File: config.mk
export PLATFORM = sky130hd
export DESIGN_NAME = riscv_decode_stage
export DESIGN_NICKNAME = d
export VERILOG_FILES = /design/src/rtl/riscv_decode_stage.sv
export SDC_FILE = /design/constraint.sdc
export NUM_CORES = 1
export LEC_CHECK = 0
export CORE_UTILIZATION = 40
export DETAILED_ROUTE_END_ITERATION = 12
export GPL_TIMING_DRIVEN = 0
export PLACE_DENSITY = 0.77
export SLEW_MARGIN = 20
export SYNTH_ARGS = -nofsm -noshare
export SYNTH_HDL_FRONTEND = slang
export SYNTH_SLANG_ARGS = --single-unit
export TNS_END_PERCENT = 1
File: constraint.sdc
create_clock -name clk_i -period 2.05 [get_ports clk_i]
set_clock_uncertainty 0.05 [all_clocks]
set_input_delay 0.41 -clock clk_i [delete_from_list [all_inputs] [get_ports clk_i]]
set_output_delay 0.41 -clock clk_i [all_outputs]
set_load 0.02 [all_outputs]
File: src/rtl/riscv_decode_stage.sv
// RV32I decode stage: turns a fetched instruction plus register-file data into
// ALU operator/operands, branch immediate and writeback controls, held in one pipeline register.
module riscv_decode_stage #(
  parameter int XLEN           = 32,
  parameter bit X0_WE_SUPPRESS = 1'b1
) (
  input  logic            clk_i,
  input  logic            rst_ni,
  input  logic            valid_i,
  output logic            ready_o,
  input  logic [31:0]     instr_i,
  input  logic [XLEN-1:0] pc_i,
  output logic [4:0]      rs1_addr_o,
  output logic [4:0]      rs2_addr_o,
  input  logic [XLEN-1:0] rs1_data_i,
  input  logic [XLEN-1:0] rs2_data_i,
  input  logic            flush_i,
  output logic            valid_o,
  input  logic            ready_i,
  output logic [5:0]      alu_op_o,
  output logic [XLEN-1:0] operand_a_o,
  output logic [XLEN-1:0] operand_b_o,
  output logic [XLEN-1:0] imm_o,
  output logic [XLEN-1:0] pc_o,
  output logic [4:0]      rd_addr_o,
  output logic            rd_we_o,
  output logic            branch_o,
  output logic            illegal_o
);

  localparam logic [5:0] OP_ADD = 6'b011000, OP_SUB = 6'b011001, OP_XOR = 6'b101111;
  localparam logic [5:0] OP_OR  = 6'b101110, OP_AND = 6'b010101, OP_SRA = 6'b100100;
  localparam logic [5:0] OP_SRL = 6'b100101, OP_SLL = 6'b100111, OP_LTS = 6'b000000;
  localparam logic [5:0] OP_LTU = 6'b000001, OP_GES = 6'b001010, OP_GEU = 6'b001011;
  localparam logic [5:0] OP_EQ  = 6'b001100, OP_NE  = 6'b001101;

  localparam logic [6:0] OPC_OP = 7'b0110011, OPC_OP_IMM = 7'b0010011, OPC_LUI = 7'b0110111;
  localparam logic [6:0] OPC_AUIPC = 7'b0010111, OPC_BRANCH = 7'b1100011;
  localparam logic [6:0] F7_ZERO = 7'b0000000, F7_ALT = 7'b0100000;

  typedef struct packed {
    logic [5:0]      alu_op;
    logic [XLEN-1:0] a;
    logic [XLEN-1:0] b;
    logic [XLEN-1:0] imm;
    logic [XLEN-1:0] pc;
    logic [4:0]      rd;
    logic            we;
    logic            branch;
    logic            illegal;
  } entry_t;

  localparam entry_t RESET_ENTRY = '{OP_ADD, '0, '0, '0, '0, 5'd0, 1'b0, 1'b0, 1'b0};

  // funct3 -> operator for OP/OP-IMM; SUB/SRA are resolved from funct7 by the caller.
  function automatic logic [5:0] alu_base(input logic [2:0] f3);
    case (f3)
      3'b000:  alu_base = OP_ADD;
      3'b001:  alu_base = OP_SLL;
      3'b010:  alu_base = OP_LTS;
      3'b011:  alu_base = OP_LTU;
      3'b100:  alu_base = OP_XOR;
      3'b101:  alu_base = OP_SRL;
      3'b110:  alu_base = OP_OR;
      default: alu_base = OP_AND;
    endcase
  endfunction

  logic [6:0]      opcode;
  logic [2:0]      funct3;
  logic [6:0]      funct7;
  logic [XLEN-1:0] i_imm, u_imm, b_imm, shamt;
  entry_t          dec;
  logic            bad;

  assign opcode     = instr_i[6:0];
  assign funct3     = instr_i[14:12];
  assign funct7     = instr_i[31:25];
  assign rs1_addr_o = instr_i[19:15];
  assign rs2_addr_o = instr_i[24:20];
  assign i_imm      = {{20{instr_i[31]}}, instr_i[31:20]};
  assign u_imm      = {instr_i[31:12], 12'b0};
  assign b_imm      = {{19{instr_i[31]}}, instr_i[31], instr_i[7], instr_i[30:25], instr_i[11:8], 1'b0};
  assign shamt      = {27'b0, instr_i[24:20]};

  always_comb begin
    dec        = RESET_ENTRY;
    dec.pc     = pc_i;
    dec.rd     = instr_i[11:7];
    bad        = 1'b0;
    case (opcode)
      OPC_OP: begin
        dec.a      = rs1_data_i;
        dec.b      = rs2_data_i;
        dec.we     = 1'b1;
        dec.alu_op = alu_base(funct3);
        if (funct7 == F7_ALT && funct3 == 3'b000) dec.alu_op = OP_SUB;
        if (funct7 == F7_ALT && funct3 == 3'b101) dec.alu_op = OP_SRA;
        bad = !(funct7 == F7_ZERO ||
                (funct7 == F7_ALT && (funct3 == 3'b000 || funct3 == 3'b101)));
      end
      OPC_OP_IMM: begin
        dec.a      = rs1_data_i;
        dec.b      = i_imm;
        dec.we     = 1'b1;
        dec.alu_op = alu_base(funct3);
        // Shifts reuse the upper immediate bits as funct7.
        if (funct3 == 3'b001 || funct3 == 3'b101) dec.b = shamt;
        if (funct7 == F7_ALT && funct3 == 3'b101) dec.alu_op = OP_SRA;
        bad = (funct3 == 3'b001 && funct7 != F7_ZERO) ||
              (funct3 == 3'b101 && funct7 != F7_ZERO && funct7 != F7_ALT);
      end
      OPC_LUI: begin
        dec.b  = u_imm;
        dec.we = 1'b1;
      end
      OPC_AUIPC: begin
        dec.a  = pc_i;
        dec.b  = u_imm;
        dec.we = 1'b1;
      end
      OPC_BRANCH: begin
        dec.a      = rs1_data_i;
        dec.b      = rs2_data_i;
        dec.imm    = b_imm;
        dec.branch = 1'b1;
        case (funct3)
          3'b000:  dec.alu_op = OP_EQ;
          3'b001:  dec.alu_op = OP_NE;
          3'b100:  dec.alu_op = OP_LTS;
          3'b101:  dec.alu_op = OP_GES;
          3'b110:  dec.alu_op = OP_LTU;
          3'b111:  dec.alu_op = OP_GEU;
          default: bad = 1'b1;
        endcase
      end
      default: bad = 1'b1;
    endcase
    if (bad) begin
      dec.alu_op  = OP_ADD;
      dec.a       = '0;
      dec.b       = '0;
      dec.imm     = '0;
      dec.we      = 1'b0;
      dec.branch  = 1'b0;
      dec.illegal = 1'b1;
    end
    if (X0_WE_SUPPRESS && dec.rd == 5'd0) dec.we = 1'b0;
  end

  // Handshake: a transfer happens on an edge where valid and ready are both high.
  // Input side accepts when the register is empty, being drained, or flushed;
  // flush discards both the held entry and this cycle's input.
  entry_t entry_q, entry_d;
  logic   valid_q, valid_d;
  logic   accept;

  assign ready_o = !valid_q | ready_i | flush_i;
  assign accept  = valid_i & ready_o & !flush_i;

  always_comb begin
    valid_d = valid_q;
    entry_d = entry_q;
    if (flush_i) begin
      valid_d = 1'b0;
    end else if (accept) begin
      valid_d = 1'b1;
      entry_d = dec;
    end else if (ready_i) begin
      valid_d = 1'b0;
    end
  end

  always_ff @(posedge clk_i or negedge rst_ni) begin
    if (!rst_ni) begin
      valid_q <= 1'b0;
      entry_q <= RESET_ENTRY;
    end else begin
      valid_q <= valid_d;
      entry_q <= entry_d;
    end
  end

  assign valid_o     = valid_q;
  assign alu_op_o    = entry_q.alu_op;
  assign operand_a_o = entry_q.a;
  assign operand_b_o = entry_q.b;
  assign imm_o       = entry_q.imm;
  assign pc_o        = entry_q.pc;
  assign rd_addr_o   = entry_q.rd;
  assign rd_we_o     = entry_q.we;
  assign branch_o    = entry_q.branch;
  assign illegal_o   = entry_q.illegal;

endmodule

==> results of run 1 <==
## sequential cells by signal (all words and copies together) (netlist names)
signal / count
rd_we_o: 1
illegal_o: 1
branch_o: 1
imm_o: 12
pc_o: 32
operand_b_o: 32
valid_o: 1
alu_op_o: 6
operand_a_o: 32
rd_addr_o: 5
## metal layers
| metal | wire, um | global-route usage (%) |
|---|---|---|
| met5 | 0 | 0 |
| met2 | 9900 | 46.1 |
| met4 | 552 | 9.34 |
| met3 | 1340 | 6.16 |
| met1 | 8230 | 34.9 |
## layout make-up
class | count | area (sq um) | area share (%)
inverters | 4 | 15.0 | 0.157
multi-input cells | 328 | 2200 | 23.0
plain buffers | 74 | 487 | 5.09
clock buffers | 23 | 488 | 5.10
well taps | 180 | 225 | 2.36
clock inverters | 7 | 138 | 1.44
flip-flops and latches | 123 | 3080 | 32.2
repair buffers | 303 | 2920 | 30.6
## Yosys cell counts (4+ instances only)
cell,instances
nor2b_1,5
nand2_1,120
nor2_1,11
nand2b_1,5
buf_6,7
inv_1,4
buf_4,30
a221o_1,52
o21ai_0,6
buf_2,9
nor3_1,5
dfrtp_1,121
and3_1,32
clkbuf_1,27
a22o_1,58
## per-stage QoR
step	util, %	area [sq um]	hold slack, ps	setup WS (ps)
2_1_floorplan	-	5680	64.4	-9.64
3_3_place_gp	63.0	8750	409	-4160
4_1_cts	68.7	9540	228	-1.15
6_report	68.9	9560	244	54.1
3_5_place_dp	63.2	8780	368	-908
5_1_grt	68.9	9560	245	-12.4
## worst max-delay path: stages
cell	delay, ps
buf_2	170
or3b_4	260
a311oi_4	100
o41ai_4	550
buf_4	230
nor2_4	50
buf_8	140
buf_8	140
a22o_1	190
## timing repair
item,4_1_cts,5_1_grt
setup buffers,11,1
gates cloned,6,0
pin swaps,8,5
resized for setup,96,21
endpoints found under the hold margin,56,0
setup endpoints to repair,138,70
hold buffers,1,0
## power by group through the flow
stage	sequential, mW	clock, mW	combinational (mW)
after floorplan	2.82	0	0.255
after global placement	2.66	0	1.10
after detailed placement	2.67	0	1.13
after CTS	2.63	3.21	1.15
after global routing	2.64	3.32	1.21
final	2.63	3.18	1.14
## worst max-delay path by stage
stage / from / to / depth (start not counted) / slack (ps)
2_1_floorplan: instr_i[2] / operand_a_o[30]$_DFFE_PN0P_ / 6 / -10
3_3_place_gp: rst_ni / operand_b_o[17]$_DFFE_PN0P_ / 1 / -4160
3_5_place_dp: instr_i[6] / operand_b_o[21]$_DFFE_PN0P_ / 9 / -910
4_1_cts: instr_i[30] / operand_a_o[2]$_DFFE_PN0P_ / 8 / -1
5_1_grt: instr_i[27] / imm_o[9]$_DFFE_PN0P_ / 8 / -10
6_report: instr_i[5] / operand_b_o[21]$_DFFE_PN0P_ / 9 / 50
## kinds of logic (layout without fill, tap and decap cells)
group	after synthesis	count (layout)	synth area share (%)
and+or+nand+nor	193	194	16.1
AOI/OAI and AO/OA	133	133	21.4
DFF	123	123	54.2
buffers and inverters	78	411	8.26
other	1	1	0.0660
==> impl_metrics.json, run 1 <==
{
  "worst-r2r-cell-count": 9,
  "clock-root-buffer": "clkbuf_16",
  "synth_top_area_share_pct": 53.3,
  "first_pass_iters": 5,
  "drt-wirelength-per-cell_um": 19.2,
  "ys_ff_latch": 123,
  "clkPwrFrac_pct": 45.7,
  "syn_avg_cell_area_sq_um": 10.8,
  "htreeDepth": 4,
  "fp-row-count": 43,
  "whs_endpoint": "imm_o[7]$_DFFE_PN0P_",
  "fillers": 1077,
  "grt_start_max_net_pins": 68,
  "synth_top_flop_cell": "dfrtp_1",
  "start_util_pct": 40.9,
  "nets": 984,
  "cts.sinks": 123,
  "cts_buffers": 17,
  "syn_area_sq_um": 5680,
  "cap_violations": 0,
  "gp_congestion": 0.812,
  "fin_crit_sh_pct": 97.4,
  "cp-end-kind": "flip-flop",
  "max_clock_freq_mhz": 501,
  "vias_per_cell": 5.45,
  "synth_seq_area_share_pct": 54.2,
  "yosys.area.top_type": "dfrtp_1",
  "area_growth_syn_to_layout_pct": 68.3,
  "worst_pin_slew_ps": 544,
  "ant_nets": 0,
  "power_frac_seq_pct": 37.8,
  "gr-total-overflow": 0,
  "numPortBuffers": 284,
  "grt_antenna_before_repair": 0,
  "core_area_sq_um": 13900,
  "setup_viol_count_final": 0,
  "track_usage_pct": 27.5,
  "clock_latency_ps": 400,
  "drt_first_iter_violations": 452,
  "internal_power_mw": 5.27,
  "synth_fp_nets": 661,
  "hpwl_um": 14500,
  "synth-edff-count": 0,
  "yosys_warnings": 0,
  "relSlewSlack_pct": 63.8,
  "ys_types": 45,
  "synthArstFlopShare_pct": 100,
  "whs_path_depth": 2,
  "r2r-end": "operand_b_o[21]$_DFFE_PN0P_",
  "crit_type": "input port to flip-flop",
  "vias": 5680,
  "status": "complete, no violations",
  "clkSlewWorstSetupHoldPaths_ps": 50,
  "arrival_ps": 2240,
  "netlist_instances": 528,
  "ir_drop_mv": 0.724,
  "clockBufferDepth": 2,
  "p_comb_share_pct": 16.4,
  "r2r_slack_ps": 210,
  "grt_pass1_vias": 5614,
  "p_sw_mw": 1.68,
  "power_density_nw_per_um2": 727,
  "post-route-min-period_ps": 2000,
  "dieArea_sq_um": 14700,
  "die_w_um": 121,
  "cp_max_fo": 10,
  "reg2reg_from": "valid_o$_DFFE_PN0P_",
  "grt_pass1_wl_um": 30500,
  "min_path_type": "input port to flip-flop",
  "finalPower_mw": 6.95,
  "rsz0062_at_grt": "true",
  "finalHoldViolCount": 0,
  "hold_path_startpoint": "instr_i[27]",
  "swShare_pct": 24.2,
  "final_layout_size_suffix_gt1_share_pct": 18.6,
  "p_leak_nw": 4.56,
  "synthTopCellsByArea": "dfrtp_1 53%, a221o_1 9.2%, a22o_1 8.9%",
  "dp.cells": 993,
  "tns_ps": 0,
  "drc": 0,
  "die_y_um": 121,
  "layout_common_cells": "234 x clkdlybuf4s50_1, 120 x nand2_1, 120 x dfrtp_1, 71 x buf_4, 58 x a22o_1",
  "layout_commonest_cell": "clkdlybuf4s50_1",
  "diodes": 0,
  "startpoint_type": "input port",
  "maxSlewViolCount": 0,
  "cts_tree": "yes",
  "ios": 287,
  "wirelength_um": 20000,
  "critPathRequiredTime_ps": 2290,
  "final_cells": 1042
}
(Power assumes the default switching activity.)
==> run 2, diff against run 1 <==
--- a/config.mk
+++ b/config.mk
@@ -5,10 +5,11 @@
 export SDC_FILE = /design/constraint.sdc
 export NUM_CORES = 1
 export LEC_CHECK = 0
-export CORE_UTILIZATION = 40
+export ABC_CLOCK_PERIOD_IN_PS = 2050
+export CORE_UTILIZATION = 35
 export DETAILED_ROUTE_END_ITERATION = 12
 export GPL_TIMING_DRIVEN = 0
-export PLACE_DENSITY = 0.77
+export PLACE_DENSITY = 0.69
 export SLEW_MARGIN = 20
 export SYNTH_ARGS = -nofsm -noshare
 export SYNTH_HDL_FRONTEND = slang
==> run 2 against run 1 <==
Setup slack lost 15 ps. Sequential power barely moved. Combinational power is essentially flat. Hold slack improved by 15 ps. Register-to-register slack barely moved. Clock power is 13% lower. Die area is 14% higher. Core utilization fell by 9.0 points. First-iteration DRC count down 18%. Largest power group unchanged.
==> impl_metrics.json, run 2 (synthesis gave the netlist of run 1 again) <==
{
  "status": "complete, no violations",
  "p_comb_share_pct": 17.4,
  "core_area_sq_um": 15900,
  "internal_power_mw": 4.83,
  "p_leak_nw": 4.54,
  "cts.sinks": 123,
  "hpwl_um": 15100,
  "start_util_pct": 35.8,
  "clkPwrFrac_pct": 42.2,
  "vias": 5605,
  "grt_pass1_wl_um": 30800,
  "cts_buffers": 17,
  "worst_pin_slew_ps": 612,
  "grt_start_max_net_pins": 71,
  "grt_pass1_vias": 5539,
  "crit_end": "imm_o[11]$_DFFE_PN0P_",
  "track_usage_pct": 24.7,
  "worstPathCellList": "clkbuf_2 > or4_4 > a311oi_4 > o41ai_4 > buf_4 > nor3_4 > buf_6 > a22o_1",
  "swShare_pct": 26.0,
  "fillers": 1414,
  "min_path_type": "input port to flip-flop",
  "critPathRequiredTime_ps": 2350,
  "drt_first_iter_violations": 372,
  "clock_latency_ps": 410,
  "power_density_nw_per_um2": 686,
  "crit_type": "input port to flip-flop",
  "vias_per_cell": 5.20,
  "clockBufferDepth": 2,
  "whs_ps": 259,
  "power_frac_seq_pct": 40.3,
  "dieArea_sq_um": 16700,
  "nets": 984,
  "cpPeakStageDelay_ps": 580,
  "layout_common_cells": "234 x clkdlybuf4s50_1, 120 x nand2_1, 120 x dfrtp_1, 72 x buf_4, 58 x a22o_1",
  "arrival_ps": 2310,
  "multiInputGateArea_sq_um": 2190,
  "maxSlewViolCount": 0,
  "drt-wirelength-per-cell_um": 19.1,
  "ir_drop_mv": 0.561,
  "gp_congestion": 0.838,
  "clkSlewWorstSetupHoldPaths_ps": 50,
  "fin_crit_sh_pct": 98.1,
  "setup_viol_count_final": 0,
  "cp_max_fo": 5,
  "die_y_um": 129,
  "crit_path_start": "instr_i[28]",
  "cts_tree": "yes",
  "seqCellArea_sq_um": 3080,
  "layout_commonest_cell": "clkdlybuf4s50_1",
  "numPortBuffers": 284,
  "reg2reg_from": "valid_o$_DFFE_PN0P_",
  "final_layout_size_suffix_gt1_share_pct": 18.6,
  "ant_nets": 0,
  "wirelength_um": 20600,
  "area_growth_syn_to_layout_pct": 67.4,
  "gr-total-overflow": 0,
  "max_clock_freq_mhz": 497,
  "startpoint_type": "input port",
  "cp-end-kind": "flip-flop",
  "fp-row-count": 46,
  "clock-root-buffer": "clkbuf_16",
  "dp.cells": 1029,
  "post-route-min-period_ps": 2010,
  "p_sw_mw": 1.69,
  "ios": 287,
  "r2r-end": "imm_o[11]$_DFFE_PN0P_",
  "die_w_um": 129,
  "drc": 0,
  "grt_antenna_before_repair": 0,
  "first_pass_iters": 5,
  "cp_slowest_cell": "or4_4",
  "finalHoldViolCount": 0,
  "rsz0062_at_grt": "true",
  "cap_violations": 0,
  "relSlewSlack_pct": 59.2,
  "diodes": 0,
  "worst-r2r-cell-count": 8,
  "htreeDepth": 4,
  "r2r_slack_ps": 220,
  "final_cells": 1078
}
## run 2: through the flow
| step | cell area [sq um] | util, % | power (mW) | worst slack [ps] | setup TNS [ps] |
|---|---|---|---|---|---|
| 4_1_cts | 9490 | 59.7 | 6.56 | -50.0 | -1130 |
| 3_5_place_dp | 8820 | 55.5 | 3.79 | -866 | -80340 |
| 2_1_floorplan | 5680 | - | 3.07 | -9.64 | -293 |
| 6_report | 9510 | 59.9 | 6.52 | 39.2 | 0 |
| 3_3_place_gp | 8790 | 55.4 | 3.77 | -4250 | -594380 |
| 5_1_grt | 9510 | 59.9 | 6.76 | -1.68 | -1.68 |
## run 2: final cells by class
class,instances,area share [%]
clock inverters,8,0.750
flip-flops and latches,123,32.4
inverters,4,0.158
repair buffers,304,30.8
plain buffers,74,5.12
clock buffers,22,4.88
well taps,216,2.84
multi-input cells,327,23.0
## run 2: how the worst min path moves through the flow
stage / from / end / depth (start not counted)
6_report: instr_i[26] / imm_o[6]$_DFFE_PN0P_ / 2
5_1_grt: instr_i[27] / imm_o[7]$_DFFE_PN0P_ / 2
4_1_cts: instr_i[26] / imm_o[6]$_DFFE_PN0P_ / 2
3_5_place_dp: rst_ni / operand_a_o[22]$_DFFE_PN0P_ / 1
3_3_place_gp: pc_o[8]$_DFFE_PN0P_ / pc_o[8]$_DFFE_PN0P_ / 2
2_1_floorplan: rst_ni / alu_op_o[0]$_DFFE_PN0P_ / 0
## run 2: routing by layer
layer  share of wire (%)  up-vias  track usage, %
met1                  41     2778            31.1
met3                 5.7       53            5.28
met4                 3.7        0            13.3
li1                    -     2549               -
met2                  49      225            40.0
met5                   0        -               0
## run 2: worst max-delay path: cells and delay by family
family	cells	cell delay, ps
and+or+nand+nor	2	870
AOI/OAI and AO/OA	3	550
buffers and inverters	3	470
## run 2: power groups by stage
stage | Combinational (mW) | Clock, mW | Sequential (mW)
2_1_floorplan | 0.255 | 0 | 2.82
3_3_place_gp | 1.10 | 0 | 2.66
3_5_place_dp | 1.13 | 0 | 2.67
4_1_cts | 1.14 | 2.79 | 2.63
5_1_grt | 1.21 | 2.91 | 2.64
6_report | 1.14 | 2.76 | 2.63
## run 2: timing repair
item | in CTS | in global routing
resized for setup | 77 | 35
cloned | 4 | 1
buffers inserted | 11 | 2
hold buffers | 1 | 0
pin swaps | 7 | 4
endpoints found under the setup margin | 139 | 114
hold endpoints to repair | 53 | 0
